<file path="src/rtl/mc_main_ctrl_if.sv">
// Control bus between the multi-cycle MIPS main controller and its datapath.
// The controller takes the master side; the datapath takes the slave side.
interface mc_main_ctrl_if;
    logic [5:0] Op;
    logic       Zero;
    logic       mem_ready;
    logic       PCWrite;
    logic       PCWriteCond;
    logic       PCEn;
    logic       IorD;
    logic       MemRead;
    logic       MemWrite;
    logic       IRWrite;
    logic       MemtoReg;
    logic       RegDst;
    logic       RegWrite;
    logic       ALUSrcA;
    logic [1:0] ALUSrcB;
    logic [1:0] ALUop;
    logic [1:0] PCSource;
    logic       illegal_op;
    logic       mem_err;
    logic [3:0] state;

    modport master (
        input  Op, Zero, mem_ready,
        output PCWrite, PCWriteCond, PCEn, IorD, MemRead, MemWrite, IRWrite,
               MemtoReg, RegDst, RegWrite, ALUSrcA, ALUSrcB, ALUop, PCSource,
               illegal_op, mem_err, state
    );

    modport slave (
        output Op, Zero, mem_ready,
        input  PCWrite, PCWriteCond, PCEn, IorD, MemRead, MemWrite, IRWrite,
               MemtoReg, RegDst, RegWrite, ALUSrcA, ALUSrcB, ALUop, PCSource,
               illegal_op, mem_err, state
    );
endinterface

</file>
<file path="src/rtl/mc_main_ctrl.sv">
// Main control FSM of the multi-cycle MIPS-subset CPU: sequences fetch/decode/
// execute/memory/writeback, stalls on mem_ready and flags bad opcodes/timeouts.
module mc_main_ctrl #(
    parameter int FETCH_TIMEOUT = 0
) (
    input  logic            clk,
    input  logic            rst_n,
    mc_main_ctrl_if.master  bus
);
    typedef enum logic [3:0] {
        S_FETCH   = 4'd0,
        S_DECODE  = 4'd1,
        S_MEMADDR = 4'd2,
        S_MEMRD   = 4'd3,
        S_MEMWB   = 4'd4,
        S_MEMWR   = 4'd5,
        S_EXEC    = 4'd6,
        S_RWB     = 4'd7,
        S_BRANCH  = 4'd8,
        S_JUMP    = 4'd9,
        S_ADDI_EX = 4'd10,
        S_ADDI_WB = 4'd11
    } state_e;

    localparam logic [5:0] OP_R    = 6'b000000;
    localparam logic [5:0] OP_LW   = 6'b100011;
    localparam logic [5:0] OP_SW   = 6'b101011;
    localparam logic [5:0] OP_BEQ  = 6'b000100;
    localparam logic [5:0] OP_J    = 6'b000010;
    localparam logic [5:0] OP_ADDI = 6'b001000;

    localparam int              CW  = (FETCH_TIMEOUT > 0) ? $clog2(FETCH_TIMEOUT + 1) : 1;
    localparam logic [CW-1:0]   TMO = CW'(FETCH_TIMEOUT);

    state_e        state_q, state_d;
    logic [CW-1:0] cnt_q, cnt_d;
    logic          illegal_q, illegal_d;
    logic          err_q, err_d;
    logic          mem_wait;

    logic pc_write, pc_write_cond, iord, mem_read, mem_write, ir_write;
    logic mem_to_reg, reg_dst, reg_write, alu_src_a;
    logic [1:0] alu_src_b, alu_op, pc_source;

    always_ff @(posedge clk or negedge rst_n) begin
        if (!rst_n) begin
            state_q   <= S_FETCH;
            cnt_q     <= '0;
            illegal_q <= 1'b0;
            err_q     <= 1'b0;
        end else begin
            state_q   <= state_d;
            cnt_q     <= cnt_d;
            illegal_q <= illegal_d;
            err_q     <= err_d;
        end
    end

    assign mem_wait = ((state_q == S_FETCH) || (state_q == S_MEMRD) || (state_q == S_MEMWR))
                      && !bus.mem_ready;

    // Waiting never changes state, so any non-wait cycle is a state change and clears the count.
    always_comb begin
        cnt_d = '0;
        err_d = err_q;
        if ((FETCH_TIMEOUT > 0) && mem_wait) begin
            cnt_d = (cnt_q == TMO) ? cnt_q : cnt_q + 1'b1;
            if (cnt_d == TMO) err_d = 1'b1;
        end
    end

    always_comb begin
        state_d       = S_FETCH;
        illegal_d     = illegal_q;
        pc_write      = 1'b0;
        pc_write_cond = 1'b0;
        iord          = 1'b0;
        mem_read      = 1'b0;
        mem_write     = 1'b0;
        ir_write      = 1'b0;
        mem_to_reg    = 1'b0;
        reg_dst       = 1'b0;
        reg_write     = 1'b0;
        alu_src_a     = 1'b0;
        alu_src_b     = 2'b00;
        alu_op        = 2'b00;
        pc_source     = 2'b00;
        case (state_q)
            S_FETCH: begin
                mem_read  = 1'b1;
                alu_src_b = 2'b01;
                ir_write  = bus.mem_ready;
                pc_write  = bus.mem_ready;
                state_d   = bus.mem_ready ? S_DECODE : S_FETCH;
            end
            S_DECODE: begin
                alu_src_b = 2'b11;
                case (bus.Op)
                    OP_LW, OP_SW: state_d = S_MEMADDR;
                    OP_R:         state_d = S_EXEC;
                    OP_BEQ:       state_d = S_BRANCH;
                    OP_J:         state_d = S_JUMP;
                    OP_ADDI:      state_d = S_ADDI_EX;
                    default: begin
                        illegal_d = 1'b1;
                        state_d   = S_FETCH;
                    end
                endcase
            end
            S_MEMADDR: begin
                alu_src_a = 1'b1;
                alu_src_b = 2'b10;
                state_d   = (bus.Op == OP_SW) ? S_MEMWR : S_MEMRD;
            end
            S_MEMRD: begin
                mem_read = 1'b1;
                iord     = 1'b1;
                state_d  = bus.mem_ready ? S_MEMWB : S_MEMRD;
            end
            S_MEMWB: begin
                reg_write  = 1'b1;
                mem_to_reg = 1'b1;
            end
            S_MEMWR: begin
                iord      = 1'b1;
                mem_write = bus.mem_ready;
                state_d   = bus.mem_ready ? S_FETCH : S_MEMWR;
            end
            S_EXEC: begin
                alu_src_a = 1'b1;
                alu_op    = 2'b10;
                state_d   = S_RWB;
            end
            S_RWB: begin
                reg_write = 1'b1;
                reg_dst   = 1'b1;
            end
            S_BRANCH: begin
                alu_src_a     = 1'b1;
                alu_op        = 2'b01;
                pc_write_cond = 1'b1;
                pc_source     = 2'b01;
            end
            S_JUMP: begin
                pc_write  = 1'b1;
                pc_source = 2'b10;
            end
            S_ADDI_EX: begin
                alu_src_a = 1'b1;
                alu_src_b = 2'b10;
                state_d   = S_ADDI_WB;
            end
            S_ADDI_WB: reg_write = 1'b1;
            default:   state_d   = S_FETCH;
        endcase
    end

    // Reset is asynchronous, so every output is masked with rst_n to kill any
    // request the moment reset falls, even before the state register clears.
    assign bus.PCWrite     = pc_write      & rst_n;
    assign bus.PCWriteCond = pc_write_cond & rst_n;
    assign bus.PCEn        = (pc_write | (pc_write_cond & bus.Zero)) & rst_n;
    assign bus.IorD        = iord          & rst_n;
    assign bus.MemRead     = mem_read      & rst_n;
    assign bus.MemWrite    = mem_write     & rst_n;
    assign bus.IRWrite     = ir_write      & rst_n;
    assign bus.MemtoReg    = mem_to_reg    & rst_n;
    assign bus.RegDst      = reg_dst       & rst_n;
    assign bus.RegWrite    = reg_write     & rst_n;
    assign bus.ALUSrcA     = alu_src_a     & rst_n;
    assign bus.ALUSrcB     = alu_src_b     & {2{rst_n}};
    assign bus.ALUop       = alu_op        & {2{rst_n}};
    assign bus.PCSource    = pc_source     & {2{rst_n}};
    assign bus.illegal_op  = illegal_q;
    assign bus.mem_err     = err_q;
    assign bus.state       = state_q;
endmodule

</file>
<file path="src/flat_wrapper.sv">
// flat-port wrapper written by rule: the top's interface ports become plain ports
module mc_main_ctrl_flat 
#(
    parameter int FETCH_TIMEOUT = 0
)
  (clk, rst_n, bus_Op, bus_Zero, bus_mem_ready, bus_PCWrite, bus_PCWriteCond, bus_PCEn, bus_IorD, bus_MemRead, bus_MemWrite, bus_IRWrite, bus_MemtoReg, bus_RegDst, bus_RegWrite, bus_ALUSrcA, bus_ALUSrcB, bus_ALUop, bus_PCSource, bus_illegal_op, bus_mem_err, bus_state);
  mc_main_ctrl_if bus_i ();
  input  logic clk;
  input  logic rst_n;
  input wire logic [$bits(bus_i.Op)-1:0] bus_Op;
  input wire logic [$bits(bus_i.Zero)-1:0] bus_Zero;
  input wire logic [$bits(bus_i.mem_ready)-1:0] bus_mem_ready;
  output wire logic [$bits(bus_i.PCWrite)-1:0] bus_PCWrite;
  output wire logic [$bits(bus_i.PCWriteCond)-1:0] bus_PCWriteCond;
  output wire logic [$bits(bus_i.PCEn)-1:0] bus_PCEn;
  output wire logic [$bits(bus_i.IorD)-1:0] bus_IorD;
  output wire logic [$bits(bus_i.MemRead)-1:0] bus_MemRead;
  output wire logic [$bits(bus_i.MemWrite)-1:0] bus_MemWrite;
  output wire logic [$bits(bus_i.IRWrite)-1:0] bus_IRWrite;
  output wire logic [$bits(bus_i.MemtoReg)-1:0] bus_MemtoReg;
  output wire logic [$bits(bus_i.RegDst)-1:0] bus_RegDst;
  output wire logic [$bits(bus_i.RegWrite)-1:0] bus_RegWrite;
  output wire logic [$bits(bus_i.ALUSrcA)-1:0] bus_ALUSrcA;
  output wire logic [$bits(bus_i.ALUSrcB)-1:0] bus_ALUSrcB;
  output wire logic [$bits(bus_i.ALUop)-1:0] bus_ALUop;
  output wire logic [$bits(bus_i.PCSource)-1:0] bus_PCSource;
  output wire logic [$bits(bus_i.illegal_op)-1:0] bus_illegal_op;
  output wire logic [$bits(bus_i.mem_err)-1:0] bus_mem_err;
  output wire logic [$bits(bus_i.state)-1:0] bus_state;
  assign bus_i.Op = bus_Op;
  assign bus_i.Zero = bus_Zero;
  assign bus_i.mem_ready = bus_mem_ready;
  assign bus_PCWrite = bus_i.PCWrite;
  assign bus_PCWriteCond = bus_i.PCWriteCond;
  assign bus_PCEn = bus_i.PCEn;
  assign bus_IorD = bus_i.IorD;
  assign bus_MemRead = bus_i.MemRead;
  assign bus_MemWrite = bus_i.MemWrite;
  assign bus_IRWrite = bus_i.IRWrite;
  assign bus_MemtoReg = bus_i.MemtoReg;
  assign bus_RegDst = bus_i.RegDst;
  assign bus_RegWrite = bus_i.RegWrite;
  assign bus_ALUSrcA = bus_i.ALUSrcA;
  assign bus_ALUSrcB = bus_i.ALUSrcB;
  assign bus_ALUop = bus_i.ALUop;
  assign bus_PCSource = bus_i.PCSource;
  assign bus_illegal_op = bus_i.illegal_op;
  assign bus_mem_err = bus_i.mem_err;
  assign bus_state = bus_i.state;
  mc_main_ctrl #(.FETCH_TIMEOUT(FETCH_TIMEOUT)) u_core (.clk(clk), .rst_n(rst_n), .bus(bus_i));
endmodule
</file>
<file path="config.mk">
export PLATFORM = sky130hd
export DESIGN_NAME = mc_main_ctrl_flat
export DESIGN_NICKNAME = d
export VERILOG_FILES = /design/src/rtl/mc_main_ctrl_if.sv /design/src/rtl/mc_main_ctrl.sv /design/src/flat_wrapper.sv
export SDC_FILE = /design/constraint.sdc
export NUM_CORES = 1
export LEC_CHECK = 0
export CORE_MARGIN = 1
export CORE_UTILIZATION = 39
export CTS_CLUSTER_DIAMETER = 40
export DETAILED_ROUTE_END_ITERATION = 6
export PLACE_DENSITY = 0.88
export REMOVE_ABC_BUFFERS = 1
export SYNTH_ARGS = -nofsm -noshare
export SYNTH_HDL_FRONTEND = slang
export SYNTH_SLANG_ARGS = --single-unit
</file>
<file path="constraint.sdc">
create_clock -name clk -period 1.8 [get_ports clk]
set_input_delay 0.18 -clock clk [delete_from_list [all_inputs] [get_ports clk]]
set_output_delay 0.18 -clock clk [all_outputs]
set_load 0.01 [all_outputs]
</file>
==> results of run 1 <==
cell type report:
cell class | count | share of cell area, %
inverter | 3 | 1.044
timing repair buffer | 52 | 40.49
sequential | 5 | 11.95
clock buffer | 4 | 2.436
tap | 16 | 1.856
multi-input combinational | 72 | 42.23
worst paths after layout:
| path | start | end | slack [ns] | depth (start not counted) |
|---|---|---|---|---|
| worst max-delay path | u_core.bus.state[1] | bus_PCWriteCond | 0.005 | 4 |
| min in group clk | u_core.bus.illegal_op | u_core.bus.illegal_op | 0.48 | 1 |
| worst max register to register | u_core.bus.state[0] | u_core.bus.state[1] | 0.24 | 5 |
| max in group asynchronous | rst_n | u_core.bus.state[3] | 1.28 | 3 |
| worst min register to register | u_core.bus.illegal_op | u_core.bus.illegal_op | 0.48 | 1 |
| worst min-delay path | rst_n | u_core.bus.state[0] | 0.38 | 3 |
through the flow:
| stage | setup WS, ns | instance area [sq um] |
|---|---|---|
| 5_1_grt | -0.07226 | 1079 |
| 4_1_cts | -0.006585 | 1071 |
| 3_5_place_dp | -0.2490 | 1016 |
| 3_3_place_gp | -0.1997 | 1016 |
| 2_1_floorplan | 0.2780 | 580.6 |
| 6_report | 0.005073 | 1079 |
layer usage:
layer	vias to the layer above	GRT usage, %
li1	413	-
met4	0	16.25
met2	41	41.82
met5	-	0
met3	7	4.310
met1	393	25.40
repair_timing:
item / 4_1_cts / 5_1_grt
endpoints found under the hold margin: 0 / 0
gates resized for setup: 28 / 12
setup buffers: 5 / 2
pin swaps: 0 / 1
endpoints found under the setup margin: 17 / 9
where the power goes:
group / total (uW) / switching [uW] / internal [uW] / leakage [uW]
registers: 190 / 46.5 / 144 / 0.0000581
clock network: 138 / 53.9 / 84.3 / 0.0000150
logic: 818 / 376 / 442 / 0.000423
worst min-delay path: cells and delay by family:
family	cells	cell delay, ns
buf+inv	3	0.78
kinds of logic after synthesis:
logic type | share of synthesized area [%]
other cells | 0.5820
xor+xnor | 2.719
simple gates | 46.41
compound gates | 19.23
buf+inv | 11.65
flops | 19.42
synth_stat cells, types with 3 or more instances:
library cell	n
a21oi_1	6
and2_1	3
buf_2	3
buf_6	3
dfrtp_1	5
inv_1	3
nand2_1	8
nor2_1	10
nor3_1	7
o21ai_0	4
o221ai_1	3
or3_1	3
sequential cells by signal, indices dropped and copies added (netlist names):
name	flops
u_core.bus.illegal_op	1
u_core.bus.state	4
==> impl_results.md, run 1 <==
* WL met3 at 132 microns
* Critical path class: flip-flop to primary output
* Hold slack at 0.3823 ns
* Arr. time, crit path at 1.61 ns
* Area of the multi-input gates at 455.4 sq um
* Initial antenna violation count at 0
* Layout cell share with drive strength beyond 1 at 31.62%
* CP Buf/Inv Count at 2
* Fraction of registers with async set/reset at 100.0%
* Critical path startpoint category: flip-flop
* EDFF count, synth at 0
* Syn Inst Count at 88
* Die Span X at 42.65 microns
* DRT iter0 DRCs at 10
* Rows at 14
* WL per Instance at 13.09 microns
* Final WL at 1.990 mm
* Crit end category: primary output
* IO buf count at 31
* GPL Wtd Cong at 0.8318
* Largest cells by area after synthesis: dfrtp_1, nor2_1, nor3_1
* Final Setup Violations at 0
* Largest net degree at the start of global routing at 12
* Worst min path class: input port to async pin
* Met2 Wirelength at 1.021 mm
* Num CTS Buffers at 3
* Register area share after synthesis at 19.42%
* Core footprint at 1524 sq um
* Crit-path max cell delay at 0.42 ns
* #FFs+latches synth at 5
* Worst Path Required at 1.62 ns
* Clk root buf: clkbuf_4
* Setup TNS at 0 ns
* Period Utilization, post-route at 99.72%
* Filler-free cell count of the finished design at 152
* Pwr/cell area at 1062 nW/um^2
* CTS sink cnt at 5
* Status: complete, no violations
* Peak supply drop at 0.0005090 V
* Io pins at 33
* Die ar. at 1819 sq um
* DR pass1 iterations at 4
* Global-route wire length before repair at 3.229 mm
* Count of final hold-check violations at 0
* Highest Clock Rate at 0.5571 GHz
* Total gr overflow at 0
* Layout Utilization at 70.77%
* Residual DRC count at 0
* Ant diodes at 0
* Avg Inst Size Synth at 7.322 sq um
* # nets final at 147
* Post-synth cell types at 36
* Die height at 42.65 microns
* Antenna viol nets, final at 0
* Setup repair after global routing missed its margin: true
* FF/Latch Area at 128.9 sq um
* Placed cells at 141
* Worst-Skew Late Latency at 0.25 ns
* Synth warn at 0
* Fillcell total at 130
* Clock transition at the registers of the reported paths at 0.05 ns
* Starting density of the core at 42.28%
* H-tree depth at 1
* Layout Area Growth over Synthesis at 67.38%
* Number of max-cap violations at 0
* Tot Pwr at 1146 uW
* Via count at 854
* Mapped Area at 644.4 sq um
* WL met1 at 774 microns
* Max-slew violations at 0
* GRT Resource Usage Total at 23.89%
* Most common cell after layout, fill and taps aside: buf_4
* Critical-path cell list: buf_4 > or3b_4 > nor2_1 > dlygate4sd2_1
* Most frequent cells in the layout: buf_4, clkdlybuf4s50_1, nor2_1
* Synth area leader: dfrtp_1
* Slowest-stage cell, CP: or3b_4
* Top-area cell type share of the netlist area at 19.42%
* Via/cell ratio at 5.618
* Predominant post-synthesis flop cell: dfrtp_1
* Worst-path maximum fanout at 4
* CTS tree: done
* Post-CTS Hold Buffers at 0
* Number of global-route vias before repair at 782
* Minimum clock period at 1.795 ns
* Pleak at 0.0004962 uW
* DP HPWL at 1.378 mm
* Top routing layer used: met4
* Clock Path Buffers at 2
* Clock Skews at 0.006708 ns
* CP delay by family, top: simple AND/OR/NAND/NOR gates
Power figures use the tool's default switching activity.
==> run 2, diff against run 1 <==
--- a/config.mk
+++ b/config.mk
@@ -6,10 +6,10 @@
 export NUM_CORES = 1
 export LEC_CHECK = 0
 export CORE_MARGIN = 1
-export CORE_UTILIZATION = 39
+export CORE_UTILIZATION = 30
 export CTS_CLUSTER_DIAMETER = 40
 export DETAILED_ROUTE_END_ITERATION = 6
-export PLACE_DENSITY = 0.88
+export PLACE_DENSITY = 0.72
 export REMOVE_ABC_BUFFERS = 1
 export SYNTH_ARGS = -nofsm -noshare
 export SYNTH_HDL_FRONTEND = slang
==> run 2 against run 1 <==
Against the previous run: maximum frequency rose by 4.0%; clock skew shrank 0.0062 ns; via count decreased by 7.4%; clock-buffer cell count unchanged; hold slack improved by 0.0036 ns.
==> impl_results.md, run 2 (synthesis gave the netlist of run 1 again) <==
* Max FFs per register at 4 (unchanged)
* Clock Skews at 0.0004625 ns (-0.006245 ns)
* Antenna viol nets, final at 0 (unchanged)
* Layout Area Growth over Synthesis at 73.98%
* Clock power share at 11.5% (-0.6 points)
* Critical path class: flip-flop to primary output
* Pwr/cell area at 1002 nW/um^2 (-5.7%)
* Worst-path maximum fanout at 8 (+4)
* Final WL at 1.823 mm (-8.4%)
* Switch share at 39.92% (-1.6 points)
* Die Span X at 48.35 microns (+13%)
* GPL Wtd Cong at 0.7940 (-4.5%)
* Total net switching power at 448.3 uW (-5.8%)
* Met2 Wirelength at 915 microns (-10%)
* Clock transition at the registers of the reported paths at 0.04 ns (about the same)
* Critical-path cell list: buf_4 > nand2b_4 > buf_4 > o21ai_0 > and3b_1 > dlygate4sd2_1
* DR pass1 iterations at 4 (unchanged)
* Critical path startpoint category: flip-flop
* # nets final at 148 (+0.68%)
* Total gr overflow at 0 (unchanged)
* Via/cell ratio at 4.823 (-14%)
* Comb power frac at 69.6% (-1.7 points)
* IO buf count at 31 (unchanged)
* Io pins at 33 (unchanged)
* Ant diodes at 0 (unchanged)
* Initial antenna violation count at 0 (unchanged)
* Part of the power in registers at 18.8% (+2.2 points)
* Clock Path Buffers at 2 (unchanged)
* GRT Resource Usage Total at 17.39% (-6.5 points)
* Count of final hold-check violations at 0 (unchanged)
* Placed inst area at 1052 sq um (+3.6%)
* Top routing layer used: met4
* Minimum clock period at 1.725 ns (-0.06979 ns)
* Status: complete, no violations
* P_int at 674.8 uW (+0.74%)
* Peak supply drop at 0.0005163 V (+1.4%)
* Starting density of the core at 32.51% (-9.8 points)
* Arr. time, crit path at 1.55 ns (-0.06 ns)
* Worst-Skew Late Latency at 0.24 ns (about the same)
* CTS tree: done
* H-tree depth at 1 (unchanged)
* Most frequent cells in the layout: buf_4, clkdlybuf4s50_1, dlygate4sd2_1
* Largest net degree at the start of global routing at 12 (unchanged)
* DP HPWL at 1.455 mm (+5.6%)
* Die height at 48.35 microns (+13%)
* DRT iter0 DRCs at 5 (-5)
* WL met3 at 112 microns (-15%)
* Global-route wire length before repair at 3.229 mm (unchanged)
* CP delay by family, top: buffers and inverters
* Final Setup Violations at 0 (unchanged)
* R2R Setup Slk at 0.18 ns (-0.06 ns)
* Worst min path class: input port to async pin
* Most common cell after layout, fill and taps aside: buf_4
* Number of max-cap violations at 0 (unchanged)
* Number of global-route vias before repair at 755 (-3.5%)
* Max-slew violations at 0 (unchanged)
* WL per Instance at 11.12 microns (-15%)
* CTS sink cnt at 5 (unchanged)
* Die ar. at 2337 sq um (+29%)
* Post-route cell area at 1121 sq um (+3.9%)
* Layout Utilization at 56.57% (-14 points)
* Slowest-stage cell, CP: dfrtp_2
* Hold slack at 0.3859 ns (+0.003645 ns)
* Period Utilization, post-route at 95.84% (-3.9 points)
* Core footprint at 1982 sq um (+30%)
* Worst Path Required at 1.62 ns (about the same)
* Via count at 791 (-7.4%)
* Crit end category: primary output
* Cell mode on critical path: buf_4
* CP Buf/Inv Count at 3 (+1)
* Layout cell share with drive strength beyond 1 at 29.20% (-2.4 points)
* Highest Clock Rate at 0.5797 GHz (+4.0%)
* Pleak at 0.0005108 uW (+2.9%)
* Residual DRC count at 0 (unchanged)
* Num CTS Buffers at 3 (unchanged)
* Crit-path max cell delay at 0.45 ns (+0.03 ns)
* Rows at 16 (+2)
* Clk root buf: clkbuf_4
* WL met1 at 770 microns (-0.52%)
run 2: cell count changes in the layout (fill, tap and decap cells not counted), sizes merged:
cell,previous run,this run
buf,23,22
clkbuf,7,5
clkdlybuf4s15,1,2
dlygate4sd1,1,0
dlygate4sd2,9,13
run 2: worst min-delay path: stages:
cell and delay [ns]:
clkdlybuf4s50_1 0.52, buf_6 0.12, buf_4 0.12
run 2: metal layers:
layer	global-route usage [%]	vias up
li1	-	417
met1	19.92	341
met2	31.22	31
met3	2.830	2
met4	8.333	0
met5	0	-
run 2: layout make-up:
type	count	area, sq um
clock buffers	4	26.28
fillers	198	860.8
inverters	3	11.26
multi-input cells	72	459.2
flip-flops and latches	5	130.1
well taps	27	33.78
repair buffers	53	460.4
run 2: path summary, 6_finish.rpt:
| path | start | to | cells past startpoint |
|---|---|---|---|
| max | u_core.bus.state[1] | bus_ALUSrcB[1] | 6 |
| min | rst_n | u_core.bus.illegal_op | 3 |
| max reg2reg | u_core.bus.state[0] | u_core.bus.state[1] | 5 |
| min reg2reg | u_core.bus.illegal_op | u_core.bus.illegal_op | 1 |
| max in group asynchronous | rst_n | u_core.bus.state[0] | 3 |
| min in group clk | u_core.bus.illegal_op | u_core.bus.illegal_op | 1 |
run 2: what timing repair did:
item / in CTS / in global routing
endpoints found under the hold margin: 0 / 0
hold buffers: 0 / 0
buffers inserted: 4 / 1
pin swaps: 0 / 0
gates resized for setup: 22 / 7
setup endpoints to repair: 16 / 4
run 2: through the flow:
stage | std cells | power (uW) | TNS, ns | worst slack [ns]
3_5_place_dp | 155 | 968.2 | -2.039 | -0.2908
6_report | 164 | 1123 | 0 | 0.07486
2_1_floorplan | 80 | 542.8 | 0 | 0.2780
5_1_grt | 164 | 1228 | -0.006979 | -0.006979
4_1_cts | 163 | 1113 | 0 | 0.01508
3_3_place_gp | 155 | 951.7 | -1.710 | -0.2061
run 2: power groups by stage:
stage | combinational (uW) | sequential (uW) | clock, uW
3_5_place_dp | 755 | 213 | 0
5_1_grt | 864 | 216 | 147
4_1_cts | 771 | 208 | 133
6_report | 782 | 211 | 130
2_1_floorplan | 302 | 241 | 0
3_3_place_gp | 738 | 213 | 0
==> patch, RTL diff (settings of run 1) <==
Make the reset (`rst_n`) synchronous in one clocked block. Comments in the files are not updated.
--- a/src/rtl/mc_main_ctrl.sv
+++ b/src/rtl/mc_main_ctrl.sv
@@ -44,3 +44,3 @@
 
-    always_ff @(posedge clk or negedge rst_n) begin
+    always_ff @(posedge clk) begin
         if (!rst_n) begin
Function: differs if rst_n is asserted again (counterexample within 4 cycles, from zero or initial values and one cycle with rst_n low); with rst_n held inactive, the same outputs for 10 cycles.
==> patch against run 1 <==
Worst setup slack better by 0.15 ns; cell area down 7.0%; synthesized area down 8.0%; sequential cell count unchanged; routed wire length up 0.55%.
Power is not compared: it rests on default switching activity, and its combinational part moved more than twofold at a synthesized area within 25%.
==> patch: results (changes against run 1) <==
result of the run finished clean; Worst Path Arrival 1.47 ns (-0.14 ns); met3 WL post-DR 99 um (-25%); critical register-to-register path endpoint u_core.bus.state[1]; list of most frequent post-synthesis cells sky130_fd_sc_hd__nor2_1 (15), sky130_fd_sc_hd__nor3_1 (10), sky130_fd_sc_hd__nand2_1 (8), sky130_fd_sc_hd__a21oi_1 (7), sky130_fd_sc_hd__dfxtp_1 (5); # placed instances 145 (+2.8%); pin count of the biggest net entering global routing 15 (+3); proportion of layout cells with a drive suffix above 1 0.1791 (-0.1371); critical path startpoint u_core.bus.state[2]; detailed-routing wirelength on met1 831 um (+7.4%); part of the cycle the worst path needs 0.9153 (-0.08191); Post-Place Cell Area 977.2 um2 (-3.8%); number of different library cells in the post-synthesis netlist 34 (-5.6%); cells taking the most area after synthesis sky130_fd_sc_hd__dfxtp_1 (17%), sky130_fd_sc_hd__nor2_1 (9.5%), sky130_fd_sc_hd__nor3_1 (8.4%); worst min-delay path category reg2reg; slowest CP cell sky130_fd_sc_hd__dfxtp_4; antenna cells 0 (unchanged); most used flip-flop cell after synthesis sky130_fd_sc_hd__dfxtp_1; total number of nets in the final design 145 (-1.4%); Filler cells 121 (-6.9%); final RePlAce weighted congestion 0.8330 (+0.14%); via count of the first global-routing pass 749 (-4.2%); post-placement worst setup slack -0.2356 ns (+0.01346 ns); CP endpoint bus_RegWrite; met2 Resource Use GR 0.4961 (+0.07791); synthesized instance count 93 (+5.7%); overall fraction of global-route tracks in use 0.2811 (+0.04214); global-route wire length before repair 3118 um (-3.4%); clock tree skew after final layout 0.007507 ns (+0.0007995 ns); critical-path maximum fanout 14 (+10); drt wl/cell 13.43 um (+2.6%); reg2reg setup slack 0.42 ns (+0.18 ns); number of setup buffers added after CTS 0 (-5); number of iterations in the first detailed-routing pass 5 (+1); average vias per placed instance 5.832 (+3.8%); Post-Route WL 2001 um (+0.55%); gate family responsible for the most delay along the worst path buffers and inverters; detailed route wirelength on metal2 1028 um (+0.69%); longest individual stage delay on the worst path 0.39 ns (-0.03 ns); met3 GRT Util 0.06522 (+0.02211); Global Route met1 Usage 0.3074 (+0.05348); worst r2r src u_core.bus.state[1]; clock-pin slew on the worst setup and hold paths 0.04 ns; proportion of synthesized chip area in sequential cells 0.1688 (-0.02540); share of synthesized registers carrying an async set or reset 0 (-1.000); Port Buffers 31 (unchanged)
==> patch: cell types whose count changed after synthesis, moves of 3 or more <==
cell	run 1	this run
sky130_fd_sc_hd__dfrtp_1	5	0
sky130_fd_sc_hd__dfxtp_1	0	5
sky130_fd_sc_hd__nor2_1	10	15
sky130_fd_sc_hd__a31oi_1	0	3
sky130_fd_sc_hd__inv_1	3	0
sky130_fd_sc_hd__nand2b_1	1	4
sky130_fd_sc_hd__nor3_1	7	10
sky130_fd_sc_hd__o21ai_0	4	1
sky130_fd_sc_hd__o221ai_1	3	0
sky130_fd_sc_hd__or2_1	0	3
==> patch: how the worst min path moves through the flow <==
stage,to,cells past startpoint,slack [ns]
floorplan,u_core.bus.illegal_op,2,0.32
detailed placement,u_core.bus.illegal_op,2,0.47
CTS,u_core.bus.illegal_op,2,0.47
finish,u_core.bus.illegal_op,2,0.49
global route,u_core.bus.illegal_op,2,0.53
global placement,u_core.bus.illegal_op,2,0.45
==> patch: cell families (layout without fill, tap and decap cells) <==
group,Yosys count,after routing,synth area share
flops,5,5,0.1688
xor+xnor,3,3,0.04431
other cells,1,1,0.006323
compound gates,21,21,0.2194
buf+inv,9,50,0.09070
simple gates,54,54,0.4705
==> patch: area by class of cell <==
cell class	count	area, um2	share of cell area
clock buffer	4	26.28	0.02618
sequential	5	112.6	0.1122
inverter	1	3.754	0.003741
multi-input combinational	79	441.7	0.4402
timing repair buffer	45	400.4	0.3990
tap	15	18.77	0.01870
==> patch: repair_timing <==
action / in CTS / in global routing
gates cloned: 0 / 0
gates resized for setup: 22 / 4
setup endpoints to repair: 17 / 2
pin swaps: 0 / 0
==> patch: power breakdown <==
group	internal, mW	total, mW	switching (mW)
combinational	0.0581	0.112	0.0542
clock	0.0845	0.142	0.0573
sequential	0.112	0.117	0.00565
total	0.254	0.371	0.117
